==> config.mk <==
export PLATFORM = sky130hd
export DESIGN_NAME = prediction_filter
export DESIGN_NICKNAME = d
export VERILOG_FILES = /design/src/rtl/nn_pkg.sv /design/src/rtl/stability_counter.sv /design/src/rtl/prediction_filter.sv
export SDC_FILE = /design/constraint.sdc
export NUM_CORES = 1
export LEC_CHECK = 0
export ABC_AREA = 1
export CELL_PAD_IN_SITES_DETAIL_PLACEMENT = 1
export CELL_PAD_IN_SITES_GLOBAL_PLACEMENT = 1
export CORE_AREA = 3 3 149 224
export DETAILED_ROUTE_END_ITERATION = 8
export DIE_AREA = 0 0 152 227
export HOLD_SLACK_MARGIN = 0.03
export PLACE_DENSITY_LB_ADDON = 0.3
export SYNTH_ARGS = -nofsm -noshare
export SYNTH_HDL_FRONTEND = slang
export SYNTH_SLANG_ARGS = --single-unit
==> constraint.sdc <==
create_clock -name Clk -period 8 [get_ports Clk]
set_clock_uncertainty 0.1 [all_clocks]
set_input_delay 1.2 -clock Clk [delete_from_list [all_inputs] [get_ports Clk]]
set_output_delay 1.2 -clock Clk [all_outputs]
set_load 0.01 [all_outputs]
==> src/rtl/nn_pkg.sv <==
// nn_pkg: shared widths, types and FSM states for the neural-network result path
package nn_pkg;
  localparam int N_CLASSES = 10;
  localparam int PROB_W = 16;
  typedef logic [PROB_W-1:0] prob_t;
  typedef logic [3:0] class_t;
  typedef enum logic [1:0] {IDLE, SCAN, FINISH} state_t;
endpackage

==> src/rtl/stability_counter.sv <==
// stability_counter: counts consecutive confident results for one class and flags a steady prediction
module stability_counter
  import nn_pkg::*;
#(
  parameter int STABLE_COUNT = 4
) (
  input  logic   clk,
  input  logic   rst_n,
  input  logic   upd,
  input  logic   conf,
  input  class_t cls,
  output logic   stable,
  output class_t stable_class
);
  localparam int CW = $clog2(STABLE_COUNT + 1);
  logic [CW-1:0] cnt, cnt_nxt;
  class_t prev;
  always_comb begin
    cnt_nxt = !conf ? '0 :
              cls != prev ? CW'(1) :
              cnt == CW'(STABLE_COUNT) ? cnt : cnt + 1'b1;
  end
  always_ff @(posedge clk or negedge rst_n) begin
    if (!rst_n) begin
      cnt <= '0;
      prev <= '0;
      stable <= 1'b0;
      stable_class <= '0;
    end else if (upd) begin
      cnt <= cnt_nxt;
      if (conf) prev <= cls;
      stable <= conf && cnt_nxt == CW'(STABLE_COUNT);
      if (conf && cnt_nxt == CW'(STABLE_COUNT)) stable_class <= cls;
    end
  end
endmodule

==> src/rtl/prediction_filter.sv <==
// prediction_filter: snapshots a probability vector, scans it one class per cycle for best/runner-up,
// and feeds a stability filter so downstream display logic sees a steady prediction
module prediction_filter
  import nn_pkg::*;
#(
  parameter int    STABLE_COUNT = 4,
  parameter prob_t MARGIN_MIN   = 16'h0100
) (
  input  logic   Clk,
  input  logic   Reset_n,
  input  logic   Valid,
  input  prob_t  Probability [N_CLASSES],
  output logic   Busy,
  output logic   Done,
  output class_t Argmax,
  output class_t Runner_up,
  output prob_t  Max_prob,
  output prob_t  Margin,
  output logic   Stable,
  output class_t Stable_class,
  output logic   Overrun
);
  state_t state, state_nxt;
  prob_t snap [N_CLASSES];
  class_t idx, best_idx, sec_idx;
  prob_t best_val, sec_val, cur, diff;
  logic seed;
  assign cur = snap[idx];
  assign diff = best_val - sec_val;
  assign Busy = state != IDLE;
  always_comb begin
    state_nxt = state == IDLE ? (Valid ? SCAN : IDLE) :
                state == SCAN ? (idx == class_t'(N_CLASSES - 1) ? FINISH : SCAN) : IDLE;
  end
  always_ff @(posedge Clk or negedge Reset_n) begin
    if (!Reset_n) begin
      state <= IDLE;
      snap <= '{default: '0};
      idx <= '0;
      best_idx <= '0;
      best_val <= '0;
      sec_idx <= '0;
      sec_val <= '0;
      seed <= 1'b0;
      Done <= 1'b0;
      Argmax <= '0;
      Runner_up <= '0;
      Max_prob <= '0;
      Margin <= '0;
      Overrun <= 1'b0;
    end else begin
      state <= state_nxt;
      Done <= 1'b0;
      if (Valid && state != IDLE) Overrun <= 1'b1;
      if (state == IDLE && Valid) begin
        snap <= Probability;
        best_idx <= '0;
        best_val <= Probability[0];
        sec_idx <= '0;
        sec_val <= '0;
        seed <= 1'b1;
        idx <= class_t'(1);
      end else if (state == SCAN) begin
        // strict compares keep the lower index on ties; the seed slot is always displaced
        if (cur > best_val) begin
          sec_idx <= best_idx;
          sec_val <= best_val;
          best_idx <= idx;
          best_val <= cur;
          seed <= 1'b0;
        end else if (cur > sec_val || seed) begin
          sec_idx <= idx;
          sec_val <= cur;
          seed <= 1'b0;
        end
        idx <= idx + 1'b1;
      end else if (state == FINISH) begin
        Argmax <= best_idx;
        Runner_up <= sec_idx;
        Max_prob <= best_val;
        Margin <= diff;
        Done <= 1'b1;
      end
    end
  end
  stability_counter #(.STABLE_COUNT(STABLE_COUNT)) u_stab (
    .clk(Clk),
    .rst_n(Reset_n),
    .upd(state == FINISH),
    .conf(diff >= MARGIN_MIN),
    .cls(best_idx),
    .stable(Stable),
    .stable_class(Stable_class)
  );
endmodule

# Word level (Yosys, flattened, before mapping)
# Index checks and enable logic that the tools add are counted.
totals:
  regBits: 261
  input_bits: 163
  output_inout_bits: 48
  word_cells: 90
op_classes:
  addsub: 3
  n_lt_le_gt_ge: 4
  eq_ne: 6
  n_mux: 33
  bitwise: 3
  reduce_logical: 14
op_table:
  columns: ["operator", "n"]
  rows:
  - ["$mux W16", 9]
  - ["$bmux W16 S4", 1]
  - ["$mux W4", 9]
  - ["$gt A16 B16 Y1", 2]
  - ["$ge A16 B9 Y1 const B", 1]
  - ["$sub A16 B16 Y16", 1]
  - ["$mux W3", 3]
  - ["$mux W1", 8]
  - ["$reduce_and A2 Y1", 4]
  - ["$eq A3 B3 Y1 const B", 2]
  - ["$mux W2", 3]
  - ["$reduce_bool A2 Y1", 3]
  - ["$ge A5 B5 Y1 const B", 1]
  - ["$not A4 Y5", 1]
  - ["$add A4 B1 Y4 const B", 1]
  - ["$eq A4 B4 Y1 const B", 1]
  - ["$ne A4 B4 Y1", 1]
  - ["$add A3 B1 Y3 const B", 1]
  - ["$logic_and A1 B1 Y1", 3]
  - ["$reduce_and A3 Y1", 1]
  - ["$reduce_bool A3 Y1", 1]
  - ["$eq A2 B1 Y1 const B", 1]
  - ["$eq A2 B2 Y1 const B", 1]
  - ["$logic_not A2 Y1", 1]
  - ["other kinds (2)", 3]

# Logic depth before layout (Yosys ltp)
# Gate-level depths: netlist of run 1.
logic_depth:
  ltp_word: 10
  mapped_depth: 23
  mapped_depth_nobuf: 21

# Hierarchy
# From an unflattened synthesis of run 1, not the netlist that was laid out.
unflattened:
  cells_unflattened: 1898
  area_unflattened_um2: 13888.3
modules_own_cells:
  columns: ["module", "n_inst", "cells_per_inst", "area_each_um2", "seq_area_each_um2"]
  rows:
  - ["prediction_filter", 1, 1808, 13182.6, 6231.0]
  - ["stability_counter", 1, 90, 705.7, 300.3]

# Worst setup path after synthesis of run 1
# OpenSTA, ideal clock, no wires.
synth_timing:
  path_type: "flip-flop to flip-flop"
  startpoint: "reg idx[0]"
  endpoint: "reg best_val[5]"
  setup_time_ns: 0.083
  t_arrival_ns: 2.648
  t_required_ns: 7.817
  slack_ns: 5.169
  path_stages_with_launch: 19
  path_buffers: 3
  synth_period_minus_slack_ns: 2.831
  path_cell_list: "dfrtp_1 inv_2 clkbuf_1 a21oi_1 o21ai_0 o211ai_1 nand3_1 nand2_1 ha_1 nand2_1 nor4_2 o21ai_1 nand2_1 nand2_2 o21ai_2 buf_4 buf_6 nand2_1 o21ai_0"
synth_via:
  elab_chain_len: 7
  word_cells_on_any_way: 10
  classes_between: "1 x order compare; 6 x mux; 1 x bitwise; 2 x reduce/logical"
synth_rtl:
  columns: ["item", "line_no", "text"]
  rows:
  - ["start, declared", "prediction_filter.sv:25", "class_t idx, best_idx, sec_idx;"]
  - ["start signal, assigned", "prediction_filter.sv:62", "idx <= class_t'(1);"]
  - ["start signal, assigned", "prediction_filter.sv:76", "idx <= idx + 1'b1;"]
  - ["$not A4 Y5 (not written as such) *", "prediction_filter.sv:28", "assign cur = snap[idx];"]
  - ["$bmux W16 S4 *", "prediction_filter.sv:28", null]
  - ["$mux W16 (not written as such) * (2 in series)", "prediction_filter.sv:28", null]
  - ["$gt A16 B16 Y1 or $mux W16 (tied branches)", "prediction_filter.sv:65", "if (cur > best_val) begin"]
  - ["$reduce_bool A2 Y1 (no source line) or $mux W16 (tied branches)", null, null]
  - ["$reduce_and A2 Y1 (no source line) or $mux W16 (tied branches)", null, null]
  - ["end signal, assigned", "prediction_filter.sv:58", "best_val <= Probability[0];"]
  - ["end signal, assigned", "prediction_filter.sv:69", "best_val <= cur;"]
  - ["end, declared", "prediction_filter.sv:26", "prob_t best_val, sec_val, cur, diff;"]
# Mark *: on every way between the ends. The rest lies on a longest branch, timed or not. The select of a mux whose other input is x is not followed.
# A chain may end at the register's enable or synchronous reset.

# Worst setup path in the final report of run 1
layout_timing:
  startpoint: "reg idx[0]"
  endpoint: "reg best_idx[3]"
layout_via:
  elab_chain_len: 7
layout_rtl:
  columns: ["item", "line_no", "text"]
  rows:
  - ["$not A4 Y5 (not written as such)", "prediction_filter.sv:28", null]
  - ["$bmux W16 S4", "prediction_filter.sv:28", null]
  - ["$mux W16 (not written as such) (2 in series)", "prediction_filter.sv:28", null]
  - ["$gt A16 B16 Y1", "prediction_filter.sv:65", null]
  - ["$reduce_bool A2 Y1 (no source line)", null, null]
  - ["$reduce_and A2 Y1 (no source line)", null, null]
  - ["end signal, assigned", "prediction_filter.sv:68", "best_idx <= idx;"]
  - ["end, declared", "prediction_filter.sv:25", null]
# No other way between the ends. The select of a mux whose other input is x is not followed.

==> impl_metrics.yaml, run 1 <==
clock_tree:
  htree_num_levels: 1
  post_cts.repair.setup_buffers: 0
  cts_sink_cnt: 261
  worst_setup_hold_path_clk_slew_ns: 0.07
  cts.root.buffer_cell: "sky130_fd_sc_hd__clkbuf_16"
  number_of_hold_buffers_added_after_cts: 0
  cts_tree: "built"
  cts-buffers-inserted: 26
  clock_path_buffers: 3
  post_cts.resized_instances: 0
  worst_skew_pair.late_latency_ns: 0.56
worst_setup_path:
  timing.critical_path.from_type: "flop"
  critical_path_peak_fanout: 68
  data_required_critical_path_ns: 8.36
  worstSetupEndpointType: "flop"
  worst-endpoint-arrival_ns: 6.31
  worst-setup-path-type: "flop to flop"
timing:
  worst_pin_slew_ns: 1.11
  max_freq_mhz: 168
  grt_setup_unrepaired: "false"
  fin_crit_ns: 5.95
  final_min_period_over_clock_period_pct: 74.4
  final_hold_violations: 0
  finalSetupViolations: 0
  final_slew_viol_count: 0
  timing.slew.headroom_pct: 25.8
  setup_tns_ns: 0
routing:
  route.vias.total: 12500
  final_antenna_net_count: 0
  avgViaCountPerCell: 5.26
  detail_route.first_pass.iterations: 5
  total_length_of_routed_wires_mm: 44.3
  drc_errors: 0
  routed_wl_per_cell_um: 18.6
  detail_route.iter0.violations: 534
placement:
  number_of_cells_after_detailed_placement: 2325
  gp_congestion: 0.896
  hpwlAfterDp_mm: 33.1
  buffer_ports.inserted: 210
yosys:
  netlist_top_cells_count: "sky130_fd_sc_hd__nand2_1 (822), sky130_fd_sc_hd__dfrtp_1 (261), sky130_fd_sc_hd__o21ai_0 (154)"
  synthesis.area_per_instance_um2: 7.59
  synthDistinctLibCells: 49
  synth.area.top_cells: "sky130_fd_sc_hd__dfrtp_1 (48%), sky130_fd_sc_hd__nand2_1 (23%), sky130_fd_sc_hd__o21ai_0 (5.7%)"
  synth_most_common_cell: "sky130_fd_sc_hd__nand2_1"
  synth_seq_area_share_pct: 48.2
  synth.ff_latch_count: 261
  syn_inst: 1786
  yosys.area.top_type: "sky130_fd_sc_hd__dfrtp_1"
  netlist_area_mm2: 0.0135
  synth-main-ff-cell: "sky130_fd_sc_hd__dfrtp_1"
  synthesis.yosys.warnings: 0
  yosysTopAreaCellShare_pct: 48.2
  number_of_flops_mapped_to_enable_cells_by_yosys: 0
  ys_async_sr_fraction_pct: 100
  mappedNetlistNets: 2001
grt:
  globalRouteTotalUtil_pct: 25.3
  grt_first_pass_wirelength_mm: 70.4
  vias_in_the_first_global_route: 13500
  initial_antenna_violation_count: 0
  pin_count_of_the_biggest_net_entering_global_routing: 177
  grt_remaining_overflow: 0
floorplanning:
  die-height_um: 227
  initial_core_util_pct: 42.8
  die_footprint_mm2: 0.0345
  placementRows: 80
  design.core.area_mm2: 0.0316
  die_width_um: 152
  ioPinCount: 211
layout:
  antenna_diode_instance_count: 0
  area_growth_from_synthesis_to_final_layout_pct: 23.8
  layoutNonFillerInstCount: 2373
  num-nets-final: 2158
  layout-drive-gt1-share_pct: 4.89
  n_fill_cell: 3921
power_and_ir_drop:
  cellLeakagePower_nw: 8.50
  vdd_drop_max_mv: 0.278
  cellPowerDensity_mw_per_mm2: 485
  total_power_mw: 8.13
status:
  outcome: "complete, no violations"
worst_hold_path:
  type_of_the_most_critical_hold_path: "flop to flop"
flow_run:
  cap_violations: 0
-- critical path, stage by stage (launching register included) --
cell and delay [ns]:
sky130_fd_sc_hd__dfrtp_2 0.39, sky130_fd_sc_hd__buf_4 0.34, sky130_fd_sc_hd__inv_2 0.63, sky130_fd_sc_hd__buf_4 0.60, sky130_fd_sc_hd__a21oi_1 0.14, sky130_fd_sc_hd__o21ai_0 0.16
sky130_fd_sc_hd__o211ai_1 0.28, sky130_fd_sc_hd__nand3_1 0.17, sky130_fd_sc_hd__nand2_1 0.21, sky130_fd_sc_hd__ha_1 0.35, sky130_fd_sc_hd__nand3_1 0.09, sky130_fd_sc_hd__nor4_2 0.28
sky130_fd_sc_hd__o21ai_1 0.13, sky130_fd_sc_hd__nand2_1 0.55, sky130_fd_sc_hd__nand2_2 0.49, sky130_fd_sc_hd__o21ai_2 0.25, sky130_fd_sc_hd__buf_4 0.36, sky130_fd_sc_hd__nand3_1 0.12
sky130_fd_sc_hd__o21ai_0 0.11
-- state kept, by name (all words and copies together) (netlist names) --
name,flops
Argmax,4
Runner_up,4
u_stab.stable_class,4
u_stab.stable,1
u_stab.prev,4
Margin,16
best_idx,4
sec_idx,4
sec_val,16
seed,1
Done,1
snap,160
Overrun,1
u_stab.cnt,3
best_val,16
state,2
idx,4
Max_prob,16
-- path summary, 6_finish.rpt --
path | startpoint | to | slack (ns) | cells after the start
worst max-delay path | idx[0] | best_idx[3] | 2.05 | 18
worst min-delay path | snap[48] | snap[48] | 0.37 | 2
worst max register to register | idx[0] | best_idx[3] | 2.05 | 18
worst min register to register | snap[48] | snap[48] | 0.37 | 2
max in group asynchronous | Reset_n | idx[0] | 5.77 | 2
min in group asynchronous | Reset_n | Overrun | 0.53 | 1
-- cell families (layout without fill, tap and decap cells) --
logic type	count (synthesis)	after routing	share of synthesized area (%)
buffers and inverters	210	387	6.22
XOR/XNOR	12	12	0.776
flip-flops	261	261	48.2
adder cells (fa/ha/maj)	52	52	4.86
AND/OR/NAND/NOR	989	989	29.2
AO/OA/AOI/OAI	262	262	10.7
-- layer usage --
metal	global-route usage [%]	up-vias	share of wire (%)
li1	-	5967	-
met4	12.8	0	5.5
met3	2.66	111	3.2
met5	0	-	0
met2	48.0	309	53
met1	28.0	6092	38
-- metrics by stage --
step	util, %	worst slack, ns	cell area, µm²	hold WS (ns)
CTS	53.0	2.08	16800	0.370
global placement	50.2	2.44	15900	0.349
floorplan	-	5.17	13500	0.337
global route	53.0	1.67	16800	0.389
detailed placement	50.2	2.13	15900	0.354
finish	53.0	2.05	16800	0.367
-- cell type report --
class                           instances  area, µm²  area share [%]
Tap cell                              410        513            3.06
Clock buffer                           37        783            4.67
Timing Repair Buffer                  222       2210            13.2
Clock inverter                         11        115           0.686
Inverter                              117        442            2.63
Multi-Input combinational cell       1315       6180            36.9
Sequential cell                       261       6530            38.9
-- power by group --
group          switching, mW  internal [mW]  total [mW]
clock                  0.541          0.748        1.29
combinational           2.95           1.55        4.50
sequential             0.402           1.95        2.35
-- layout by cell type (no fill, tap or decap), types with 27 or more instances in the layout --
master,netlist,layout
sky130_fd_sc_hd__dfrtp_1,261,260
sky130_fd_sc_hd__o21ai_0,154,154
sky130_fd_sc_hd__clkbuf_16,0,27
sky130_fd_sc_hd__nor2_1,73,72
sky130_fd_sc_hd__a21oi_1,59,59
sky130_fd_sc_hd__ha_1,51,51
sky130_fd_sc_hd__inv_1,114,113
sky130_fd_sc_hd__nand3_1,52,52
sky130_fd_sc_hd__nand2_1,822,821
sky130_fd_sc_hd__clkdlybuf4s50_1,0,209
Power figures use the tool's default switching activity.
==> run 2, diff against run 1 <==
--- a/config.mk
+++ b/config.mk
@@ -8,9 +8,9 @@
 export ABC_AREA = 1
 export CELL_PAD_IN_SITES_DETAIL_PLACEMENT = 1
 export CELL_PAD_IN_SITES_GLOBAL_PLACEMENT = 1
-export CORE_AREA = 3 3 149 224
+export CORE_AREA = 3 3 155 232
 export DETAILED_ROUTE_END_ITERATION = 8
-export DIE_AREA = 0 0 152 227
+export DIE_AREA = 0 0 158 235
 export HOLD_SLACK_MARGIN = 0.03
 export PLACE_DENSITY_LB_ADDON = 0.3
 export SYNTH_ARGS = -nofsm -noshare
==> constraint.sdc (replaced) <==
create_clock -name Clk -period 5.5 [get_ports Clk]
set_clock_uncertainty 0.1 [all_clocks]
set_input_delay 0.825 -clock Clk [delete_from_list [all_inputs] [get_ports Clk]]
set_output_delay 0.825 -clock Clk [all_outputs]
set_load 0.01 [all_outputs]
==> impl_metrics.yaml, run 2 (synthesis gave the netlist of run 1 again) <==
power_and_ir_drop:
  comb_power_share_pct: 56.0
  cellPowerDensity_mw_per_mm2: 698
  power.sequential.fraction_pct: 28.8
  p_sw_share_pct: 47.4
  cellLeakagePower_nw: 8.51
  clockPowerShare_pct: 15.2
  vdd_drop_max_mv: 0.364
  p_int_mw: 6.18
  p_switching_mw: 5.56
worst_setup_path:
  worst-endpoint-arrival_ns: 4.54
  critical_path_peak_fanout: 52
  worst_r2r_startpoint: "idx[0]"
  data_required_critical_path_ns: 5.88
  timing.critical_path.from_type: "flop"
  crit_path_start: "idx[0]"
  critical_path.slowest_cell: "sky130_fd_sc_hd__inv_2"
  critPathMaxStageDelay_ns: 0.61
  regToRegEndpoint: "sec_val[1]"
  critPathMostFrequentCell: "sky130_fd_sc_hd__nand2_1"
  worst-setup-path-type: "flop to flop"
  critPathTopFamily: "simple AND/OR/NAND/NOR gates"
  worst-r2r-cell-count: 18
  cp_num_buf_inv: 3
  cp_cell_sequence: "inv_2, buf_12, o21ai_0, o221ai_1, nand3_1, nand2_1, ha_1, a21oi_1, o21a_1, nor2_1, o21ai_1, nand2_1, nand2_2, nand2_1, o21ai_1, buf_4, nand2_1, nand2_1"
  worstSetupEndpointType: "flop"
  setup.reg_to_reg.worst_slack_ns: 1.34
clock_tree:
  worst_skew_pair.late_latency_ns: 0.54
  cts-buffers-inserted: 26
  cts.root.buffer_cell: "sky130_fd_sc_hd__clkbuf_16"
  cts_sink_cnt: 261
  number_of_hold_buffers_added_after_cts: 0
  clock_path_buffers: 3
  htree_num_levels: 1
  cts_tree: "built"
  post_cts.resized_instances: 0
  post_cts.repair.setup_buffers: 0
  worst_setup_hold_path_clk_slew_ns: 0.06
routing:
  detail_route.iter0.violations: 704
  detail_route.first_pass.iterations: 5
  routed_wl_per_cell_um: 18.2
  route.vias.total: 12300
  final_antenna_net_count: 0
  drc_errors: 0
  avgViaCountPerCell: 5.16
  total_length_of_routed_wires_mm: 43.5
grt:
  grt_use_met3_pct: 2.12
  pin_count_of_the_biggest_net_entering_global_routing: 200
  met2_usage_pct: 44.0
  global_route_track_usage_on_met1_pct: 26.7
  globalRouteTotalUtil_pct: 23.3
  initial_antenna_violation_count: 0
  grt_first_pass_wirelength_mm: 69.2
  vias_in_the_first_global_route: 13300
  grt_remaining_overflow: 0
  grt_busiest_layer: "met2"
floorplanning:
  die_footprint_mm2: 0.0371
  die_width_um: 158
  ioPinCount: 211
  initial_core_util_pct: 39.7
  die-height_um: 235
  placementRows: 83
  design.core.area_mm2: 0.0342
layout:
  layout-drive-gt1-share_pct: 4.88
  antenna_diode_instance_count: 0
  largest_reg_flops: 160
  regMostFlops: "snap"
  layoutNonFillerInstCount: 2392
  n_fill_cell: 4173
  most-common-layout-cells: "sky130_fd_sc_hd__nand2_1 (821), sky130_fd_sc_hd__dfrtp_1 (260), sky130_fd_sc_hd__clkdlybuf4s50_1 (209)"
  area_growth_from_synthesis_to_final_layout_pct: 24.2
  layout.cells.most_common: "sky130_fd_sc_hd__nand2_1"
  multi_input_comb_area_mm2: 0.00618
  num-nets-final: 2164
  area.sequential_mm2: 0.00653
timing:
  timing.slew.headroom_pct: 41.5
  grt_setup_unrepaired: "false"
  setup_tns_ns: 0
  final_hold_violations: 0
  worst_pin_slew_ns: 0.878
  final_min_period_over_clock_period_pct: 75.6
  max_freq_mhz: 240
  final_slew_viol_count: 0
  fin_crit_ns: 4.16
  finalSetupViolations: 0
placement:
  buffer_ports.inserted: 210
  hpwlAfterDp_mm: 32.6
  number_of_cells_after_detailed_placement: 2346
  gp_congestion: 0.870
flow_run:
  cap_violations: 0
worst_hold_path:
  type_of_the_most_critical_hold_path: "input pin to async pin"
status:
  outcome: "complete, no violations"
run 2: power groups by stage:
| stage | sequential (mW) | combinational (mW) | clock (mW) |
|---|---|---|---|
| finish | 3.38 | 6.57 | 1.78 |
| global route | 3.48 | 7.48 | 1.90 |
| CTS | 3.38 | 6.63 | 1.83 |
| detailed placement | 3.40 | 6.57 | 0 |
| global placement | 3.37 | 6.30 | 0 |
| floorplan | 3.29 | 4.50 | 0 |
run 2: stage by stage:
stage                     utilization [%]  setup WS [ns]  total power, mW  area, µm²  hold slack, ns
final                                49.2           1.34             11.7      16800           0.154
after global routing                 49.2          0.890             12.9      16800           0.205
after CTS                            49.2           1.31             11.8      16800           0.188
after detailed placement             46.8           1.33             9.98      16000           0.354
after global placement               46.8           1.44             9.67      16000           0.349
after floorplan                         -           2.67             7.79      13500           0.337
run 2: how the worst max path moves through the flow:
stage	slack (ns)	cells after the start	endpoint
2_1_floorplan	2.67	18	best_val[5]
6_report	1.34	18	sec_val[1]
5_1_grt	0.89	16	sec_val[1]
3_3_place_gp	1.44	17	sec_idx[3]
4_1_cts	1.31	16	sec_val[1]
3_5_place_dp	1.33	16	sec_val[1]
run 2: routing by layer:
layer | part of all wire (%) | vias to the layer above | routed length, µm
met2 | 54 | 256 | 23500
met1 | 39 | 6028 | 17000
met3 | 2.9 | 87 | 1270
met5 | 0 | - | 0
met4 | 3.9 | 0 | 1710
li1 | - | 5971 | -
run 2: final cells by class:
type                       count  area share, %
clock buffer                  40           4.66
clock inverter                 6          0.327
inverter                     117           2.63
multi-input combinational   1315           36.8
sequential                   261           38.8
tap                          425           3.16
timing repair buffer         228           13.6
==> run 3, diff against run 2 <==
==> constraint.sdc (replaced) <==
create_clock -name Clk -period 4.3 [get_ports Clk]
set_clock_uncertainty 0.1 [all_clocks]
set_input_delay 0.645 -clock Clk [delete_from_list [all_inputs] [get_ports Clk]]
set_output_delay 0.645 -clock Clk [all_outputs]
set_load 0.01 [all_outputs]
==> impl_metrics.yaml, run 3 (synthesis gave the netlist of run 1 again) <==
timing:
  fin_ws_ns: 0.428
  fin_crit_ns: 3.87
  worst_pin_slew_ns: 0.925
  finalSetupViolations: 0
  timing.slew.headroom_pct: 38.3
  max_freq_mhz: 258
  setup_tns_ns: 0
  final_hold_violations: 0
  final_slew_viol_count: 0
  final_min_period_over_clock_period_pct: 90.0
  grt_setup_unrepaired: "false"
floorplanning:
  placementRows: 83
  design.core.area_mm2: 0.0342
  die_footprint_mm2: 0.0371
  die_width_um: 158
  initial_core_util_pct: 39.7
  ioPinCount: 211
  die-height_um: 235
clock_tree:
  worst_setup_hold_path_clk_slew_ns: 0.07
  number_of_hold_buffers_added_after_cts: 0
  htree_num_levels: 1
  cts_sink_cnt: 261
  cts-buffers-inserted: 27
  clock_path_buffers: 3
  post_cts.repair.setup_buffers: 0
  cts_tree: "built"
  worst_skew_pair.late_latency_ns: 0.57
  post_cts.resized_instances: 0
  cts.root.buffer_cell: "sky130_fd_sc_hd__clkbuf_16"
routing:
  total_length_of_routed_wires_mm: 45.4
  detail_route.first_pass.iterations: 4
  routed_wl_per_cell_um: 18.9
  route.vias.total: 12500
  detail_route.iter0.violations: 662
  drc_errors: 0
  avgViaCountPerCell: 5.20
  final_antenna_net_count: 0
layout:
  most-common-layout-cells: "sky130_fd_sc_hd__nand2_1 (821), sky130_fd_sc_hd__dfrtp_1 (260), sky130_fd_sc_hd__clkdlybuf4s50_1 (209)"
  num-nets-final: 2174
  largest_reg_flops: 160
  area_growth_from_synthesis_to_final_layout_pct: 26.1
  regMostFlops: "snap"
  finish.utilization_pct: 50.0
  layout-drive-gt1-share_pct: 5.61
  antenna_diode_instance_count: 0
  layout.cells.most_common: "sky130_fd_sc_hd__nand2_1"
  layoutNonFillerInstCount: 2405
placement:
  gp_congestion: 0.855
  number_of_cells_after_detailed_placement: 2355
  hpwlAfterDp_mm: 34.6
  dp_slack_ns: 0.474
  buffer_ports.inserted: 210
power_and_ir_drop:
  cellLeakagePower_nw: 8.63
  cellPowerDensity_mw_per_mm2: 917
  vdd_drop_max_mv: 0.563
worst_hold_path:
  type_of_the_most_critical_hold_path: "input pin to async pin"
grt:
  initial_antenna_violation_count: 0
  vias_in_the_first_global_route: 13500
  grt_remaining_overflow: 0
  globalRouteTotalUtil_pct: 24.4
  pin_count_of_the_biggest_net_entering_global_routing: 110
  grt_first_pass_wirelength_mm: 71.7
worst_setup_path:
  data_required_critical_path_ns: 4.69
  timing.critical_path.from_type: "flop"
  worst-setup-path-type: "flop to flop"
  worst-endpoint-arrival_ns: 4.26
  worstSetupEndpointType: "flop"
  critical_path_peak_fanout: 20
status:
  outcome: "complete, no violations"
flow_run:
  cap_violations: 0
[run 3: cell count changes in the layout (fill, tap and decap cells not counted), sizes merged]
cell      delta
clkinvlp     +2
clkinv       -2
buf          +9
bufinv       +6
clkbuf       -5
inv          +3
[run 3: routing by layer]
layer | vias to the layer above | GRT usage (%) | part of all wire (%)
met5 | - | 0 | 0
met4 | 0 | 12.2 | 5.6
met3 | 103 | 2.51 | 3.3
met2 | 306 | 44.7 | 53
met1 | 6089 | 27.7 | 38
li1 | 6012 | - | -
[run 3: stage by stage]
step / cell area (µm²) / hold slack [ns] / power [mW]
floorplan: 13500 / 0.249 / 9.96
global placement: 16100 / 0.349 / 12.6
detailed placement: 16100 / 0.354 / 13.0
CTS: 17100 / 0.0967 / 15.8
global route: 17100 / 0.0961 / 17.1
finish: 17100 / 0.0370 / 15.7
[run 3: final timing paths]
check / slack (ns) / from / depth (start not counted) / to
hold reg to reg: 0.37 / snap[70] / 2 / snap[70]
min in group Clk: 0.37 / snap[70] / 2 / snap[70]
hold / removal: 0.04 / Reset_n / 1 / Max_prob[1]
max in group asynchronous: 2.99 / Reset_n / 2 / snap[37]
setup / recovery: 0.43 / idx[2] / 16 / sec_val[4]
setup reg to reg: 0.43 / idx[2] / 16 / sec_val[4]
[run 3: worst max-delay path: stages, from the launching register on]
cell	delay [ns]
sky130_fd_sc_hd__dfrtp_1	0.87
sky130_fd_sc_hd__inv_1	0.44
sky130_fd_sc_hd__o211ai_1	0.21
sky130_fd_sc_hd__nand3_1	0.16
sky130_fd_sc_hd__nand2_1	0.26
sky130_fd_sc_hd__ha_1	0.30
sky130_fd_sc_hd__a21oi_1	0.21
sky130_fd_sc_hd__o21a_1	0.15
sky130_fd_sc_hd__nor2_1	0.07
sky130_fd_sc_hd__o21ai_1	0.13
sky130_fd_sc_hd__nand2_1	0.09
sky130_fd_sc_hd__nand2_2	0.09
sky130_fd_sc_hd__nand2_1	0.07
sky130_fd_sc_hd__o21ai_1	0.16
sky130_fd_sc_hd__buf_4	0.28
sky130_fd_sc_hd__nand2_1	0.09
sky130_fd_sc_hd__nand2_1	0.08
[run 3: final cells by class]
class                           instances  area, µm²
Sequential cell                       261       6530
Multi-Input combinational cell       1315       6180
Timing Repair Buffer                  237       2380
Tap cell                              425        532
Inverter                              117        442
Clock buffer                           35        736
Fill cell                            4162      17100
Clock inverter                         15        270
[run 3: power by group]
group	switching [mW]	leakage (nW)	internal, mW
sequential	0.759	3.25	3.62
clock	1.05	0.485	1.64
combinational	5.55	4.89	3.03
total	7.36	8.63	8.29
